<file path="src/rtl/pst_attn_seqn_if.sv">
// Handshake/result bundle between the phase_neuron layer, the attention/sequence core and predictive_phase.
interface pst_attn_seqn_if #(
  parameter int N_CH    = 4,
  parameter int K_SLOTS = 4
);
  localparam int P  = N_CH * (N_CH - 1) / 2;
  localparam int PW = (P > 1) ? $clog2(P) : 1;
  localparam int SW = $clog2(K_SLOTS);

  logic                cycle_start;
  logic [8*N_CH-1:0]   phase_in;
  logic [N_CH-1:0]     fired_in;
  logic                reward_valid;
  logic                reward_sign;
  logic [PW-1:0]       winner_pair;
  logic [7:0]          winner_rel;
  logic                winner_valid;
  logic [SW-1:0]       slot_idx;
  logic [7:0]          slot_val;
  logic [7:0]          force_pred;
  logic                force_valid;
  logic [7:0]          pred_err;
  logic                pred_err_valid;
  logic                busy;
  logic                overrun;

  modport master (
    output cycle_start, phase_in, fired_in, reward_valid, reward_sign,
    input  winner_pair, winner_rel, winner_valid, slot_idx, slot_val,
           force_pred, force_valid, pred_err, pred_err_valid, busy, overrun
  );

  modport slave (
    input  cycle_start, phase_in, fired_in, reward_valid, reward_sign,
    output winner_pair, winner_rel, winner_valid, slot_idx, slot_val,
           force_pred, force_valid, pred_err, pred_err_valid, busy, overrun
  );
endinterface

</file>
<file path="src/rtl/pst_attn_seqn_core.sv">
// Attention/sequence core: sequential pair scan for the most coincident channel pair,
// reward-modulated slot learning and a saturating transition table driving force prediction.
module pst_attn_seqn_core #(
  parameter int N_CH     = 4,
  parameter int K_SLOTS  = 4,
  parameter int ETA      = 8,
  parameter int CONF_MIN = 2
) (
  input  logic           clk,
  input  logic           rst,
  pst_attn_seqn_if.slave bus
);
  localparam int P  = N_CH * (N_CH - 1) / 2;
  localparam int PW = (P > 1) ? $clog2(P) : 1;
  localparam int SW = $clog2(K_SLOTS);
  localparam int CW = $clog2(N_CH);

  typedef enum logic [1:0] {IDLE, SNAP, SCAN, UPDATE} state_t;

  function automatic logic [7:0] circ_dist(input logic [7:0] a, input logic [7:0] b);
    logic [7:0] diff;
    diff = a - b;
    return diff[7] ? 8'(8'd0 - diff) : diff;
  endfunction

  function automatic logic [7:0] rel_sat(input logic [7:0] d);
    logic signed [9:0] r;
    r = 10'sd255 - $signed({1'b0, d, 1'b0});
    return (r < 0) ? 8'd0 : r[7:0];
  endfunction

  function automatic logic [7:0] eta_sat(input logic pend, input logic neg);
    int e;
    if (!pend)    e = ETA;
    else if (neg) e = ETA >> 1;
    else          e = (ETA * 2 > 255) ? 255 : ETA * 2;
    return 8'(e);
  endfunction

  function automatic logic [1:0] cnt_inc(input logic [1:0] c);
    return (c == 2'd3) ? c : c + 2'd1;
  endfunction

  function automatic logic [1:0] cnt_dec(input logic [1:0] c);
    return (c == 2'd0) ? c : c - 2'd1;
  endfunction

  state_t state_q, state_d;

  logic [8*N_CH-1:0] snap_phase_p0;
  logic [N_CH-1:0]   snap_fired_p0;
  logic [CW-1:0]     ch_a, ch_b;
  logic [PW-1:0]     pair_cnt;
  logic [7:0]        scan_rel;
  logic [7:0]        best_rel_p1;
  logic [PW-1:0]     best_idx_p1;

  logic [K_SLOTS-1:0][7:0]               slot_q, slot_d;
  logic [K_SLOTS-1:0][K_SLOTS-1:0][1:0]  trans_q, trans_d;
  logic [SW-1:0] prev_q;
  logic          prev_valid_q;
  logic          rew_pend_q, rew_neg_q;

  logic [7:0]    map_tab [2**PW];
  logic [7:0]    m_val, hit_d, step, dir, new_slot, eta_eff, pe_nxt, fp_nxt;
  logic [SW-1:0] slot_hit, pred_nxt;
  logic [1:0]    pred_cnt;
  logic          fv_nxt;

  logic [PW-1:0] winner_pair_q;
  logic [7:0]    winner_rel_q, slot_val_q, force_pred_q, pred_err_q;
  logic [SW-1:0] slot_idx_q;
  logic          winner_valid_q, force_valid_q, pred_err_valid_q, overrun_q;

  // Pair index -> phase position, folded to constants at elaboration.
  for (genvar g = 0; g < 2**PW; g++) begin : g_map
    assign map_tab[g] = (g < P) ? 8'((g * 256) / P) : 8'd0;
  end

  always_ff @(posedge clk) begin
    if (rst) state_q <= IDLE;
    else     state_q <= state_d;
  end

  always_comb begin
    state_d = state_q;
    case (state_q)
      IDLE:    if (bus.cycle_start) state_d = SNAP;
      SNAP:    state_d = SCAN;
      SCAN:    if (pair_cnt == PW'(P - 1)) state_d = UPDATE;
      UPDATE:  state_d = IDLE;
      default: state_d = IDLE;
    endcase
  end

  // Stage p0: snapshot; stage p1: running best over the pair scan.
  always_comb begin
    scan_rel = '0;
    if (snap_fired_p0[ch_a] && snap_fired_p0[ch_b])
      scan_rel = rel_sat(circ_dist(snap_phase_p0[8*ch_a +: 8], snap_phase_p0[8*ch_b +: 8]));
  end

  always_ff @(posedge clk) begin
    if (state_q == IDLE && bus.cycle_start) begin
      snap_phase_p0 <= bus.phase_in;
      snap_fired_p0 <= bus.fired_in;
    end
    if (state_q == SNAP) begin
      best_rel_p1 <= '0;
      best_idx_p1 <= '0;
    end else if (state_q == SCAN && scan_rel > best_rel_p1) begin
      best_rel_p1 <= scan_rel;
      best_idx_p1 <= pair_cnt;
    end
  end

  // Update stage: slot match/learn, transition table and next-slot prediction.
  always_comb begin
    eta_eff  = eta_sat(rew_pend_q, rew_neg_q);
    m_val    = map_tab[best_idx_p1];
    slot_hit = '0;
    hit_d    = circ_dist(slot_q[0], m_val);
    for (int k = 1; k < K_SLOTS; k++) begin
      if (circ_dist(slot_q[k], m_val) < hit_d) begin
        slot_hit = SW'(k);
        hit_d    = circ_dist(slot_q[k], m_val);
      end
    end
    step     = (hit_d < eta_eff) ? hit_d : eta_eff;
    dir      = m_val - slot_q[slot_hit];
    new_slot = dir[7] ? slot_q[slot_hit] - step : slot_q[slot_hit] + step;
    slot_d   = slot_q;
    slot_d[slot_hit] = new_slot;

    trans_d = trans_q;
    if (prev_valid_q)
      for (int j = 0; j < K_SLOTS; j++)
        trans_d[prev_q][j] = (SW'(j) == slot_hit) ? cnt_inc(trans_q[prev_q][j])
                                                  : cnt_dec(trans_q[prev_q][j]);
    pred_nxt = '0;
    pred_cnt = trans_d[slot_hit][0];
    for (int k = 1; k < K_SLOTS; k++) begin
      if (trans_d[slot_hit][k] > pred_cnt) begin
        pred_nxt = SW'(k);
        pred_cnt = trans_d[slot_hit][k];
      end
    end
    fv_nxt = (pred_cnt >= 2'(CONF_MIN));
    fp_nxt = slot_d[pred_nxt];
    pe_nxt = circ_dist(force_pred_q, m_val);
  end

  always_ff @(posedge clk) begin
    if (rst) begin
      ch_a             <= '0;
      ch_b             <= '0;
      pair_cnt         <= '0;
      for (int k = 0; k < K_SLOTS; k++) slot_q[k] <= 8'(k * (256 / K_SLOTS));
      trans_q          <= '0;
      prev_q           <= '0;
      prev_valid_q     <= 1'b0;
      rew_pend_q       <= 1'b0;
      rew_neg_q        <= 1'b0;
      winner_pair_q    <= '0;
      winner_rel_q     <= '0;
      winner_valid_q   <= 1'b0;
      slot_idx_q       <= '0;
      slot_val_q       <= '0;
      force_pred_q     <= '0;
      force_valid_q    <= 1'b0;
      pred_err_q       <= '0;
      pred_err_valid_q <= 1'b0;
      overrun_q        <= 1'b0;
    end else begin
      winner_valid_q   <= 1'b0;
      pred_err_valid_q <= 1'b0;
      if (bus.reward_valid) begin
        rew_pend_q <= 1'b1;
        rew_neg_q  <= bus.reward_sign;
      end
      if (bus.cycle_start && state_q != IDLE) overrun_q <= 1'b1;
      case (state_q)
        SNAP: begin
          pair_cnt <= '0;
          ch_a     <= '0;
          ch_b     <= CW'(1);
        end
        SCAN: begin
          pair_cnt <= pair_cnt + PW'(1);
          if (ch_b == CW'(N_CH - 1)) begin
            ch_a <= ch_a + CW'(1);
            ch_b <= ch_a + CW'(2);
          end else begin
            ch_b <= ch_b + CW'(1);
          end
        end
        UPDATE: begin
          winner_valid_q <= 1'b1;
          winner_rel_q   <= best_rel_p1;
          if (best_rel_p1 != 8'd0) begin
            winner_pair_q    <= best_idx_p1;
            slot_idx_q       <= slot_hit;
            slot_val_q       <= new_slot;
            slot_q           <= slot_d;
            trans_q          <= trans_d;
            prev_q           <= slot_hit;
            prev_valid_q     <= 1'b1;
            force_pred_q     <= fp_nxt;
            force_valid_q    <= fv_nxt;
            pred_err_valid_q <= force_valid_q;
            if (force_valid_q) pred_err_q <= pe_nxt;
            // A strobe landing on this edge stays latched for the next update.
            if (!bus.reward_valid) rew_pend_q <= 1'b0;
          end
        end
        default: ;
      endcase
    end
  end

  assign bus.winner_pair    = winner_pair_q;
  assign bus.winner_rel     = winner_rel_q;
  assign bus.winner_valid   = winner_valid_q;
  assign bus.slot_idx       = slot_idx_q;
  assign bus.slot_val       = slot_val_q;
  assign bus.force_pred     = force_pred_q;
  assign bus.force_valid    = force_valid_q;
  assign bus.pred_err       = pred_err_q;
  assign bus.pred_err_valid = pred_err_valid_q;
  assign bus.busy           = (state_q != IDLE);
  assign bus.overrun        = overrun_q;
endmodule

</file>
<file path="src/flat_wrapper.sv">
// flat-port wrapper written by rule: the top's interface ports become plain ports
module pst_attn_seqn_core_flat 
#(
  parameter int N_CH     = 4,
  parameter int K_SLOTS  = 4,
  parameter int ETA      = 8,
  parameter int CONF_MIN = 2
)
  (clk, rst, bus_cycle_start, bus_phase_in, bus_fired_in, bus_reward_valid, bus_reward_sign, bus_winner_pair, bus_winner_rel, bus_winner_valid, bus_slot_idx, bus_slot_val, bus_force_pred, bus_force_valid, bus_pred_err, bus_pred_err_valid, bus_busy, bus_overrun);
  pst_attn_seqn_if #(.N_CH(N_CH), .K_SLOTS(K_SLOTS)) bus_i ();
  input  logic clk;
  input  logic rst;
  input wire logic [$bits(bus_i.cycle_start)-1:0] bus_cycle_start;
  input wire logic [$bits(bus_i.phase_in)-1:0] bus_phase_in;
  input wire logic [$bits(bus_i.fired_in)-1:0] bus_fired_in;
  input wire logic [$bits(bus_i.reward_valid)-1:0] bus_reward_valid;
  input wire logic [$bits(bus_i.reward_sign)-1:0] bus_reward_sign;
  output wire logic [$bits(bus_i.winner_pair)-1:0] bus_winner_pair;
  output wire logic [$bits(bus_i.winner_rel)-1:0] bus_winner_rel;
  output wire logic [$bits(bus_i.winner_valid)-1:0] bus_winner_valid;
  output wire logic [$bits(bus_i.slot_idx)-1:0] bus_slot_idx;
  output wire logic [$bits(bus_i.slot_val)-1:0] bus_slot_val;
  output wire logic [$bits(bus_i.force_pred)-1:0] bus_force_pred;
  output wire logic [$bits(bus_i.force_valid)-1:0] bus_force_valid;
  output wire logic [$bits(bus_i.pred_err)-1:0] bus_pred_err;
  output wire logic [$bits(bus_i.pred_err_valid)-1:0] bus_pred_err_valid;
  output wire logic [$bits(bus_i.busy)-1:0] bus_busy;
  output wire logic [$bits(bus_i.overrun)-1:0] bus_overrun;
  assign bus_i.cycle_start = bus_cycle_start;
  assign bus_i.phase_in = bus_phase_in;
  assign bus_i.fired_in = bus_fired_in;
  assign bus_i.reward_valid = bus_reward_valid;
  assign bus_i.reward_sign = bus_reward_sign;
  assign bus_winner_pair = bus_i.winner_pair;
  assign bus_winner_rel = bus_i.winner_rel;
  assign bus_winner_valid = bus_i.winner_valid;
  assign bus_slot_idx = bus_i.slot_idx;
  assign bus_slot_val = bus_i.slot_val;
  assign bus_force_pred = bus_i.force_pred;
  assign bus_force_valid = bus_i.force_valid;
  assign bus_pred_err = bus_i.pred_err;
  assign bus_pred_err_valid = bus_i.pred_err_valid;
  assign bus_busy = bus_i.busy;
  assign bus_overrun = bus_i.overrun;
  pst_attn_seqn_core #(.N_CH(N_CH), .K_SLOTS(K_SLOTS), .ETA(ETA), .CONF_MIN(CONF_MIN)) u_core (.clk(clk), .rst(rst), .bus(bus_i));
endmodule
</file>
<file path="config.mk">
export PLATFORM = sky130hd
export DESIGN_NAME = pst_attn_seqn_core_flat
export DESIGN_NICKNAME = d
export VERILOG_FILES = /design/src/rtl/pst_attn_seqn_if.sv /design/src/rtl/pst_attn_seqn_core.sv /design/src/flat_wrapper.sv
export SDC_FILE = /design/constraint.sdc
export NUM_CORES = 1
export LEC_CHECK = 0
export ABC_AREA = 1
export BUFFER_PORTS_ARGS = -buffer_cell sky130_fd_sc_hd__buf_2
export CORE_MARGIN = 2
export CORE_UTILIZATION = 55
export DETAILED_ROUTE_END_ITERATION = 12
export GPL_ROUTABILITY_DRIVEN = 0
export PLACE_DENSITY = 0.73
export SLEW_MARGIN = 20
export SYNTH_ARGS = -nofsm -noshare
export SYNTH_HDL_FRONTEND = slang
export SYNTH_SLANG_ARGS = --single-unit
</file>
<file path="constraint.sdc">
create_clock -name clk -period 10.8 [get_ports clk]
set_input_delay 0.54 -clock clk [delete_from_list [all_inputs] [get_ports clk]]
set_output_delay 0.54 -clock clk [all_outputs]
set_load 0.01 [all_outputs]
</file>
==> metrics <==
outcome=finished clean; max_slew headroom=32.3%; HP Class=primary input to register; mapped cell area=12600 um2; die area=24100 um2; drc violations=0; critical path required time=11.13 ns; Die Wd=155 um; Syn Inst Count=1866; initial antenna violation count=0; Sink Count=164; Rows=55; register bit count reported by yosys=164; maximum clock frequency=102 MHz; WL/cell=15.7 um; CP Max Fanout=35; global-route usage over all layers=29.0%; setup TNS=0 ns; Max-Cap Viols=0; Area growth syn-to-layout=11.1%; Critical Path Slowest Stage Cell=dfxtp_1; Post-synth ARST share=0%; Net count, final=2051; H-tree depth=4; root buf cell=clkbuf_16; yosys warns=0; Distinct cells, synth=58; DRT Pass-1 Iters=6; antenna cells=0; Clk Latency, worst-skew pair=0.44 ns; vias in the first global route=11300; Hold Buf Count CTS=0; CP Class=register to register; first-pass GRT wire length=56600 um; Top Ports=83; Final period util=90.5%; share of cells above drive strength 1=11.8%; Post-DP Area=13100 um2; Crit. End Element=register; post-route cell area=14000 um2; CTS buffer count=17; vias=12600; Most used DFF post-synth=dfxtp_1; RSZ-0062 raised after global routing=false; crit path DAT=10.11 ns; gr ovfl total=0; largest net degree at the start of global routing=113; Critical Path Start Type=register; Worst-Margin Slew=1.02 ns; syn nets=1991; core footprint=22500 um2; Final Max Slew Viols=0; CTS tree=yes; endpoints failing hold=0; via/cell ratio=5.65; EDFF count, synth=36; Clock Path Buffers=2; Port Buf Inserts=82; die height=155 um; First DRT Iteration DRCs=1153; Avg Cell Area, Syn=6.73 um2; Initial Util=55.8%; Finish-stage setup viols=0; Largest stage delay, worst path=0.44 ns; register clock-pin slew on the reported worst setup and hold paths=0.07 ns; Final HPWL DP=26000 um; Post-Route WL=34900 um; Final ANT Viol Nets=0; Final min period=9.78 ns; Clock Skews=0.0125 ns; Crit path top cell by count=nand2_1; register area share after synthesis=29.0%
## what timing repair did
item	in CTS	in global routing
hold endpoints to repair	0	0
gates resized for setup	0	31
endpoints found under the setup margin	0	27
buffers inserted	0	11
## critical path: cells and delay by family (launching register included)
kind | cells | cell delay, ns
AND/OR/NAND/NOR | 34 | 3.77
XOR/XNOR | 2 | 0.43
buffers and inverters | 8 | 0.64
AO/OA/AOI/OAI | 18 | 2.94
flip-flops | 1 | 0.44
adder cells (fa/ha/maj) | 5 | 1.40
## flip-flops by register name (all words and copies together), names as in the netlist, 2 cells and up
name,cells
u_core.bus.winner_pair,3
u_core.bus.slot_val,8
u_core.bus.force_pred,8
u_core.prev_q,2
u_core.slot_q,32
u_core.pair_cnt,3
u_core.snap_fired_p0,4
u_core.state_q,2
u_core.best_rel_p1,8
u_core.best_idx_p1,3
u_core.ch_b,2
u_core.bus.winner_rel,8
u_core.bus.pred_err,8
u_core.trans_q,32
u_core.ch_a,2
u_core.snap_phase_p0,32
## through the flow
step | setup slack [ns] | instances | hold WS [ns] | util (%)
detailed placement | 0.327 | 2180 | 0.458 | 58.4
finish | 1.02 | 2224 | 0.274 | 62.0
floorplan | 1.35 | 1866 | 0.458 | -
CTS | 0.268 | 2212 | 0.265 | 61.3
global placement | 0.757 | 2180 | 0.454 | 58.4
global route | 0.0134 | 2224 | 0.256 | 62.0
## cell families (layout without fill, tap and decap cells)
| family | Yosys count | in the layout | share of synthesized area, % |
|---|---|---|---|
| AOI/OAI and AO/OA | 505 | 505 | 22.6 |
| xor gates and xnor gates | 62 | 62 | 4.38 |
| adders and majority gates | 85 | 85 | 8.57 |
| buffers and inverters | 350 | 422 | 10.7 |
| DFF | 164 | 164 | 29.0 |
| muxes | 4 | 4 | 0.319 |
| and+or+nand+nor | 696 | 697 | 24.4 |
## cell usage after synthesis, types with 3 or more instances
library cell,n,area share (%)
nor4_1,4,0.20
o21bai_1,18,1.1
edfxtp_1,36,8.6
a22oi_1,9,0.54
clkbuf_1,51,1.5
inv_1,267,8.0
nor3_1,5,0.20
a221oi_1,3,0.21
or2_2,11,0.55
a21oi_1,146,5.8
nand3_2,5,0.40
o21ai_0,230,9.2
nor2_2,7,0.35
o22ai_1,21,1.0
nand2_2,26,1.3
o211ai_1,14,0.84
clkinv_1,6,0.18
dfxtp_1,128,20
a31oi_1,22,1.1
mux2i_1,4,0.32
or2_1,3,0.15
ha_1,82,8.2
buf_4,3,0.18
a32o_1,7,0.56
nand2_1,369,11
nand4_1,13,0.65
buf_2,4,0.16
nand3_1,81,3.2
a211oi_1,8,0.48
buf_1,4,0.12
xor2_1,45,3.1
inv_2,13,0.39
nand3b_1,7,0.42
o21a_1,13,0.78
nor2_1,149,4.5
nand2_4,7,0.63
xnor2_1,16,1.1
## final cells by class
cell class	instances	area, um2
clock buffers	21	504
inverters	287	1080
clock inverters	11	150
flip-flops and latches	164	3640
well taps	285	357
multi-input cells	1353	7640
fillers	2054	8540
repair buffers	103	584
## worst paths after layout
kind,startpoint,endpoint,slack (ns),cells after the start
min,bus_phase_in[10],u_core.snap_phase_p0[10],0.27,1
max reg2reg,u_core.best_idx_p1[2],u_core.bus.force_pred[7],1.02,67
max,u_core.best_idx_p1[2],u_core.bus.force_pred[7],1.02,67
min reg2reg,u_core.bus.pred_err[1],u_core.bus.pred_err[1],0.47,2
## routing by layer
layer	global-route usage (%)	up-vias	wire length [um]
met5	0	-	0
met4	8.51	0	711
met3	4.07	51	2530
met2	46.8	473	15600
met1	40.5	5745	16000
li1	-	6295	-
## layout by cell type (no fill, tap or decap), types with 7 or more instances in the layout
master	netlist	final
a211oi_1	8	7
a21oi_1	146	144
a22oi_1	9	9
a31oi_1	22	22
a32o_1	7	7
buf_2	4	82
buf_4	3	19
clkbuf_16	0	20
dfxtp_1	128	128
edfxtp_1	36	36
ha_1	82	82
inv_1	267	263
inv_2	13	16
nand2_1	369	366
nand2_2	26	28
nand2_4	7	8
nand3_1	81	81
nand3b_1	7	7
nand4_1	13	13
nor2_1	149	148
nor2_2	7	8
o211ai_1	14	14
o21a_1	13	11
o21ai_0	230	217
o21ai_1	2	14
o21bai_1	18	18
o22ai_1	21	21
or2_2	11	11
xnor2_1	16	16
xor2_1	45	44
Power is left out: the tool's default activity adds up to more than one toggle a clock period on the data nets, which glitch-free logic cannot reach.
